## src/rtl/nibble_packer.sv

```systemverilog
// Packs pairs of DATA_W-bit words into 2*DATA_W-bit bytes on a valid/ready port,
// with flush-to-pad and a byte counter. Define NIBBLE_PACKER_PARITY_EN for out_parity.
module nibble_packer #(
    parameter int unsigned DATA_W = 4,
    parameter int unsigned CNT_W  = 8
) (
    input  logic                  clk,
    input  logic                  reset,
    input  logic                  in_valid,
    input  logic [DATA_W-1:0]     in_data,
    output logic                  in_ready,
    input  logic                  flush,
    output logic                  out_valid,
    output logic [2*DATA_W-1:0]   out_data,
    output logic                  out_pad,
    input  logic                  out_ready,
    output logic                  out_parity,
    output logic [CNT_W-1:0]      byte_cnt
);

    localparam int unsigned OUT_W = 2 * DATA_W;

    typedef enum logic {EMPTY, HALF} state_t;

    state_t              state_q, state_d;
    logic [DATA_W-1:0]   lo_q, lo_d;
    logic                out_valid_q, out_valid_d;
    logic [OUT_W-1:0]    out_data_q;
    logic                out_pad_q;
    logic [CNT_W-1:0]    byte_cnt_q;

    logic                slot_open;
    logic                in_fire;
    logic                out_fire;
    logic                load_en;
    logic                load_pad;
    logic [OUT_W-1:0]    load_data;

    // Next-state, byte-load and handshake decode
    always_comb begin
        state_d   = state_q;
        lo_d      = lo_q;
        load_en   = 1'b0;
        load_pad  = 1'b0;
        load_data = '0;
        slot_open = !out_valid_q || out_ready;
        in_ready  = (state_q == EMPTY) || slot_open;
        in_fire   = in_valid && in_ready;
        out_fire  = out_valid_q && out_ready;

        case (state_q)
            EMPTY: begin
                if (in_fire) begin
                    lo_d    = in_data;
                    state_d = HALF;
                end
            end
            HALF: begin
                if (in_fire) begin
                    load_en   = 1'b1;
                    load_data = {in_data, lo_q};
                    state_d   = EMPTY;
                end else if (flush && slot_open && !in_valid) begin
                    load_en   = 1'b1;
                    load_pad  = 1'b1;
                    load_data = {{DATA_W{1'b0}}, lo_q};
                    state_d   = EMPTY;
                end
            end
            default: state_d = EMPTY;
        endcase

        out_valid_d = load_en || (out_valid_q && !out_ready);
    end

    always_ff @(posedge clk or negedge reset) begin
        if (!reset) begin
            state_q     <= EMPTY;
            lo_q        <= '0;
            out_valid_q <= 1'b0;
            out_data_q  <= '0;
            out_pad_q   <= 1'b0;
            byte_cnt_q  <= '0;
        end else begin
            state_q     <= state_d;
            lo_q        <= lo_d;
            out_valid_q <= out_valid_d;
            if (load_en) begin
                out_data_q <= load_data;
                out_pad_q  <= load_pad;
            end
            if (out_fire) begin
                byte_cnt_q <= byte_cnt_q + CNT_W'(1);
            end
        end
    end

`ifdef NIBBLE_PACKER_PARITY_EN
    logic parity_q;

    // Parity travels with the byte it was computed from
    always_ff @(posedge clk or negedge reset) begin
        if (!reset) begin
            parity_q <= 1'b0;
        end else if (load_en) begin
            parity_q <= ^load_data;
        end
    end

    assign out_parity = parity_q;
`else
    assign out_parity = 1'b0;
`endif

    assign out_valid = out_valid_q;
    assign out_data  = out_data_q;
    assign out_pad   = out_pad_q;
    assign byte_cnt  = byte_cnt_q;

endmodule
```

## config.mk

```make
export PLATFORM = sky130hd
export DESIGN_NAME = nibble_packer
export DESIGN_NICKNAME = d
export VERILOG_FILES = /design/src/rtl/nibble_packer.sv
export SDC_FILE = /design/constraint.sdc
export NUM_CORES = 1
export LEC_CHECK = 0
export BUFFER_PORTS_ARGS = -buffer_cell sky130_fd_sc_hd__buf_4
export CELL_PAD_IN_SITES_DETAIL_PLACEMENT = 0
export CELL_PAD_IN_SITES_GLOBAL_PLACEMENT = 1
export CORE_ASPECT_RATIO = 0.8
export CORE_UTILIZATION = 30
export CTS_CLUSTER_DIAMETER = 120
export DETAILED_ROUTE_END_ITERATION = 16
export PLACE_DENSITY = 0.71
export SETUP_SLACK_MARGIN = 0.02
export SYNTH_ARGS = -nofsm -noshare
export SYNTH_HDL_FRONTEND = slang
export SYNTH_SLANG_ARGS = --single-unit
```

## constraint.sdc

```tcl
create_clock -name clk -period 1.35 [get_ports clk]
set_input_delay 0 -clock clk [delete_from_list [all_inputs] [get_ports clk]]
set_output_delay 0 -clock clk [all_outputs]
set_load 0.01 [all_outputs]
```

# Word level (Yosys, flattened, before mapping)
# Cells that the tools add are included.
# totals
ff_bits	23
elab_cells	32
# op_classes
addsub	1
mux	12
bitwise_logic	1
n_reduce_logical	12
# op_table
operator	count
$mux W8	2
$add A8 B1 Y8 const B	1
$mux W1	8
$logic_and A1 B1 Y1	5
$mux W4	1
$logic_not A1 Y1	3
$logic_or A1 B1 Y1	3
$pmux W1 S2	1
$reduce_and A2 Y1	1
$not A1 Y1	1

# Logic depth before layout (Yosys ltp)
# Gate-level depths: netlist of the first run.
# depth
ltp_word	8
mapped_depth	3

# Worst setup path after synthesis of the first run
# OpenSTA, ideal clock, no wires.
# synth_timing
kind	reg2reg
startpoint	reg out_valid_q (netlist: out_valid)
endpoint	reg out_data_q[0] (netlist: out_data[0])
arrival_ns	1.040
required_ns	1.225
setup_slack_ns	0.186
stages_incl_launch_ff	4
path_buffers	0
synth_period_minus_slack_ns	1.164
cell_sequence	dfrtp_1 -> nand2b_4 -> o211ai_4 -> mux2_2
# synth_between
elab_chain_cells	7
elab_cells_between_ends	12
classes_between	mux: 6; reduce/logical: 6
# synth_lines
element	line_no	text
from (decl)	27	logic out_valid_q, out_valid_d;
from (signal assigned)	87	out_valid_q <= out_valid_d;
$logic_not A1 Y1 *	46	slot_open = !out_valid_q || out_ready;
$logic_or A1 B1 Y1 *	46	
$logic_and A1 B1 Y1 (2 in series)	63	end else if (flush && slot_open && !in_valid) begin
$mux W4 / $mux W1 (equally long branches)	63	
$mux W8 / $mux W1 (equally long branches)	59	if (in_fire) begin
$mux W8 / $mux W1 (equally long branches)	51	case (state_q)
to (signal assigned)	89	out_data_q <= load_data;
to (decl)	28	logic [OUT_W-1:0] out_data_q;
# Mark *: on every way between the ends. The rest lies on a longest branch, timed or not.
# A chain may end at the register's enable or synchronous reset.

# Worst setup path in the final report of the first run
# layout_timing
startpoint	in in_valid
endpoint	reg out_data_q[3] (netlist: out_data[3])
# layout_between
elab_chain_cells	5
elab_cells_between_ends	9
classes_between	mux: 6; reduce/logical: 3
# layout_lines
element	line_no	text
from (decl)	9	input logic in_valid,
$logic_not A1 Y1	63	
$logic_and A1 B1 Y1	63	
$mux W4 / $mux W1 (equally long branches)	63	
$mux W8 / $mux W1 (equally long branches)	59	
$mux W8 / $mux W1 (equally long branches)	51	
# Parallel ways exist; a longest one is shown, timed or not.

==> flow_summary.json, run 1 <==
{
  "hold_path_depth": 3,
  "fill_cells": 292,
  "crit_fanout": 10,
  "end_kind": "flop",
  "yosys-top-cells-area": "dfrtp_1, mux2_2, a22o_1, xnor2_1, xor2_1",
  "grt_max_degree": 24,
  "setup_tns_ns": 0,
  "finalMaxSlewViolations": 0,
  "cap_viol_max_count": 0,
  "wire_per_inst_um": 13.04,
  "status": "finished clean",
  "setup_viol_count_final": 0,
  "clk_pin_slew_ns": 0.08,
  "gr-total-overflow": 0,
  "grt_usage_pct": 12.16,
  "antenna_found_initial": 0,
  "diodes": 0,
  "drtAntennaViolNets": 0,
  "multiInputGateArea_um2": 351.6,
  "cts_num_sinks": 23,
  "synth-warning-count": 0,
  "synthTopCellsByCount": "dfrtp_1, mux2_2, a22o_1, nand2_1, xnor2_1",
  "synth.avg_cell_area_um2": 13.95,
  "finalWeightedCongestion": 0.7348,
  "cp.required_ns": 1.49,
  "crit_arrival_ns": 1.41,
  "cts_tree": "built",
  "syn-num-nets": 77,
  "yosysMostFrequentCell": "dfrtp_1",
  "p_int_mw": 1.819,
  "layout-drive-gt1-share_pct": 39.81,
  "min_from": "flush",
  "clk_path_buf_depth": 2,
  "clk_latency_ns": 0.26,
  "clkPwrFrac_pct": 15.1,
  "p_per_area_mw_per_mm2": 2133,
  "hold_viol": 0,
  "drt-initial-drc-count": 15,
  "start_kind": "input port",
  "clock_skew_ns": 0.006131,
  "area_delta_synth_final_pct": 37.22,
  "ys_ff_latch": 23,
  "io_buffer_count": 27,
  "regToRegEndpoint": "out_data[3]",
  "num_io_pins": 29,
  "dieHeight_um": 51.93,
  "nets": 114,
  "crit-reg2reg-launch": "out_valid",
  "criticalPathCategory": "in -> reg",
  "switching_share_pct": 33.51,
  "dieArea_mm2": 0.003344,
  "synth-edff-count": 0,
  "htree_levels": 1,
  "grt_pass1_wl_mm": 3.022,
  "synthCells": 67,
  "ff2ff_path_depth": 3,
  "power.leakage_nw": 0.6067,
  "ir_drop_mv": 1.062,
  "grt_setup_unrepaired": "no",
  "hold_end": "out_pad",
  "cts_made_buffers": 3,
  "clockRootBuffer": "clkbuf_8",
  "drc": 0,
  "synth_seq_area_share_pct": 61.58,
  "yosys.cell_types.count": 21,
  "fmax_ghz": 0.7930,
  "vias_per_cell": 4.525,
  "drt_wl_total_mm": 1.839,
  "grt_pass1_vias": 595,
  "period_minus_slack_ns": 1.261,
  "postCtsSetupRepairBufs": 0,
  "p_sw_mw": 0.9165,
  "dr.pass1.iters": 3,
  "hold_slack_ns": 0.03985,
  "syn-cell-area_um2": 934.6,
  "seqCellArea_um2": 575.6,
  "seq_power_share_pct": 46.2,
  "start_util_pct": 32.79,
  "core_area_mm2": 0.002850,
  "synth_top_area_share_pct": 61.58,
  "r2r_setup_slack_ns": 0.13,
  "core.rowCount": 17,
  "hp-class": "in -> reg",
  "comb_power_share_pct": 38.7,
  "vias": 638,
  "synthFlopType": "dfrtp_1",
  "async_flop_share_pct": 100.0,
  "fin_crit_sh_pct": 93.41,
  "die_w_um": 64.41,
  "place_hpwl_mm": 1.312,
  "yosysTopAreaCell": "dfrtp_1"
}
[kinds of logic (layout without fill, tap and decap cells)]
group,after synthesis,in the layout,share of synthesized area [%]
AO/OA/AOI/OAI,7,7,7.497
multiplexers,9,9,10.84
XOR/XNOR,7,7,6.560
AND/OR/NAND/NOR,18,18,10.98
adder cells (fa/ha/maj),1,1,1.338
other,1,1,0.4012
buffers and inverters,1,37,0.8035
flip-flops,23,23,61.58
[through the flow]
| stage | cells | cell area [um^2] | setup slack [ns] | utilization (%) | total power [mW] |
|---|---|---|---|---|---|
| after floorplan | 67 | 934.6 | 0.1856 | - | 1.809 |
| after detailed placement | 131 | 1177 | 0.1386 | 41.31 | 2.335 |
| after global routing | 141 | 1282 | 0.02497 | 45.00 | 2.938 |
| after global placement | 131 | 1177 | 0.1616 | 41.31 | 2.309 |
| after CTS | 141 | 1282 | 0.08187 | 45.00 | 2.782 |
| final | 141 | 1282 | 0.08891 | 45.00 | 2.735 |
[power groups by stage]
stage | Clock [mW] | Sequential (mW) | Combinational, mW
CTS | 0.440 | 1.26 | 1.08
floorplan | 0 | 1.32 | 0.486
detailed placement | 0 | 1.27 | 1.07
global placement | 0 | 1.26 | 1.05
finish | 0.414 | 1.26 | 1.06
global route | 0.467 | 1.32 | 1.15
[critical path, stage by stage]
cell,delay [ns]
dlygate4sd3_1,0.53
buf_4,0.16
o211ai_4,0.34
mux2_2,0.38
[layer usage]
layer | vias up | global-route usage (%) | share of wire, %
li1 | 305 | - | -
met1 | 317 | 17.86 | 53
met2 | 16 | 17.19 | 42
met3 | 0 | 4.167 | 4.7
met4 | 0 | 2.222 | 0
met5 | - | 0 | 0
[how the worst max path moves through the flow]
stage | start | endpoint | slack (ns)
after floorplan | out_valid | out_data[0] | 0.19
after global placement | out_valid | out_data[2] | 0.16
after detailed placement | out_valid | out_data[2] | 0.14
after CTS | in_valid | out_data[2] | 0.08
after global routing | out_valid | byte_cnt[7] | 0.02
final | in_valid | out_data[3] | 0.09
[state kept, by name (all words and copies together), names as in the netlist]
register and cells:
byte_cnt 8, out_data 8, lo_q 4, out_pad 1, out_valid 1, state_q 1
[layout make-up]
cell class,instances,share of cell area (%)
tap,38,3.707
clock buffer,4,3.512
sequential,23,44.88
timing repair buffer,33,20.49
multi-input combinational,43,27.41
[cell usage in the layout, fill, tap and decap left out, drive strengths merged, types with 3 or more instances in the layout]
cell type and instances:
buf 27, mux2 9, nand2 4, dfrtp 23
clkbuf 4, nand4 3, xor2 3, a22o 4
xnor2 4, dlygate4sd3 6
[repair_timing]
action | CTS | global route
setup endpoints to repair | 0 | 0
resized for setup | 0 | 0
hold endpoints to repair | 32 | 0
hold buffers | 6 | 0
Power figures use the tool's default switching activity.
==> inputs of run 2 (changes only) <==
==> config.mk (replaced) <==
export PLATFORM = sky130hd
export DESIGN_NAME = nibble_packer
export DESIGN_NICKNAME = d
export VERILOG_FILES = /design/src/rtl/nibble_packer.sv
export SDC_FILE = /design/constraint.sdc
export NUM_CORES = 1
export LEC_CHECK = 0
export BUFFER_PORTS_ARGS = -buffer_cell sky130_fd_sc_hd__buf_4
export CORE_ASPECT_RATIO = 0.8
export CORE_UTILIZATION = 30
export CTS_CLUSTER_DIAMETER = 120
export DETAILED_ROUTE_END_ITERATION = 16
export PLACE_DENSITY = 0.61
export SETUP_SLACK_MARGIN = 0.02
export SYNTH_ARGS = -nofsm -noshare
export SYNTH_HDL_FRONTEND = slang
export SYNTH_SLANG_ARGS = --single-unit
export TNS_END_PERCENT = 10
==> flow_summary.json, run 2 (synthesis gave the netlist of run 1 again) <==
{
  "status": "finished clean",
  "instances_no_fill": 141,
  "cts_tree": "built",
  "cp-startpoint": "in_valid",
  "r2r_setup_slack_ns": 0.15,
  "dp_slack_ns": 0.1612,
  "setup_tns_ns": 0,
  "cts_num_sinks": 23,
  "critPathTopFamily": "buffers and inverters",
  "htree_levels": 1,
  "ir_drop_mv": 0.8418,
  "clk_path_buf_depth": 2,
  "power.leakage_nw": 0.6067,
  "dr.pass1.iters": 3,
  "postCtsSetupRepairBufs": 0,
  "vias_per_cell": 4.589,
  "grt_setup_unrepaired": "no",
  "p_int_mw": 1.820,
  "dieArea_mm2": 0.003344,
  "regToRegEndpoint": "out_data[3]",
  "hold_viol": 0,
  "io_buffer_count": 27,
  "gr-total-overflow": 0,
  "fill_cells": 278,
  "comb_power_share_pct": 38.8,
  "slowest_delay_ns": 0.53,
  "worst_slack_ns": 0.1009,
  "clock_skew_ns": 0.002520,
  "num_io_pins": 29,
  "dp_cells": 131,
  "crit_arrival_ns": 1.40,
  "cp.depth": 4,
  "holdBufCountCts": 6,
  "wire_per_inst_um": 12.74,
  "grt_usage_pct": 12.04,
  "area_delta_synth_final_pct": 37.22,
  "p_sw_mw": 0.9082,
  "setup_viol_count_final": 0,
  "switching_share_pct": 33.28,
  "criticalPathCategory": "in -> reg",
  "clk_pin_slew_ns": 0.08,
  "seq_power_share_pct": 46.0,
  "core.rowCount": 17,
  "diodes": 0,
  "mostFrequentLayoutCells": "buf_4, dfrtp_1, mux2_2, dlygate4sd3_1",
  "clockRootBuffer": "clkbuf_8",
  "start_kind": "input port",
  "postCtsResizedCells": 0,
  "end_kind": "flop",
  "hp-class": "in -> reg",
  "vias": 647,
  "crit_end": "out_data[3]",
  "critPathBufInv": 2,
  "nets": 114,
  "cts_made_buffers": 3,
  "clk_latency_ns": 0.26,
  "cap_viol_max_count": 0,
  "clkPwrFrac_pct": 15.2,
  "hold_path_depth": 3,
  "p_per_area_mw_per_mm2": 2128,
  "final_common_cell": "buf_4",
  "drt-initial-drc-count": 9,
  "die_w_um": 64.41,
  "cp.required_ns": 1.50,
  "ff2ff_path_depth": 3,
  "finalMaxSlewViolations": 0,
  "finalInstanceArea_mm2": 0.001282,
  "critical-path-slowest-cell": "dlygate4sd3_1",
  "grt_max_degree": 24,
  "layout-drive-gt1-share_pct": 39.81,
  "period_minus_slack_ns": 1.249,
  "grt_pass1_wl_mm": 3.015,
  "drt_wl_total_mm": 1.796,
  "antenna_found_initial": 0,
  "dpl_cell_area_mm2": 0.001177,
  "crit-reg2reg-launch": "out_valid",
  "place_hpwl_mm": 1.285,
  "grt_pass1_vias": 655,
  "drtAntennaViolNets": 0,
  "core_area_mm2": 0.002850,
  "dieHeight_um": 51.93,
  "hold_slack_ns": 0.03114,
  "cp_cell_sequence": "dlygate4sd3_1, buf_4, o211ai_4, mux2_2",
  "fin_crit_sh_pct": 92.52,
  "fmax_ghz": 0.8006,
  "drc": 0,
  "start_util_pct": 32.79,
  "crit_fanout": 10,
  "finalWeightedCongestion": 0.8174
}
==> run 2: power groups by stage <==
stage,combinational [mW],clock [mW],sequential [mW]
after global routing,1.16,0.463,1.30
after floorplan,0.486,0,1.32
after global placement,1.04,0,1.26
after detailed placement,1.06,0,1.26
after CTS,1.08,0.435,1.25
final,1.06,0.415,1.25
==> run 2: metrics by stage <==
stage | util [%] | power [mW]
floorplan | - | 1.809
global placement | 41.31 | 2.298
detailed placement | 41.31 | 2.319
CTS | 45.00 | 2.765
global route | 45.00 | 2.927
finish | 45.00 | 2.729
==> run 2: cell type report <==
| cell class | instances | area [um^2] | area share (%) |
|---|---|---|---|
| Timing Repair Buffer | 33 | 262.8 | 20.49 |
| Tap cell | 38 | 47.55 | 3.707 |
| Multi-Input combinational cell | 43 | 351.6 | 27.41 |
| Sequential cell | 23 | 575.6 | 44.88 |
| Clock buffer | 4 | 45.04 | 3.512 |
==> run 2: how the worst min path moves through the flow <==
stage | start | end | slack (ns)
after floorplan | reset | byte_cnt[0] | -0.30
after global placement | reset | byte_cnt[1] | -0.09
after detailed placement | reset | byte_cnt[1] | -0.09
after CTS | flush | out_pad | 0.02
after global routing | flush | out_pad | 0.05
final | flush | out_pad | 0.03
==> run 2: routing by layer <==
layer | GRT usage [%] | wire [um]
met1 | 16.97 | 900
met2 | 17.72 | 824
met3 | 3.070 | 71
met4 | 4.444 | 0
met5 | 0 | 0
==> run 2: tightest hold or removal path: stages <==
cell and delay, ns:
buf_4 0.10, a31oi_1 0.07, nor2_1 0.08
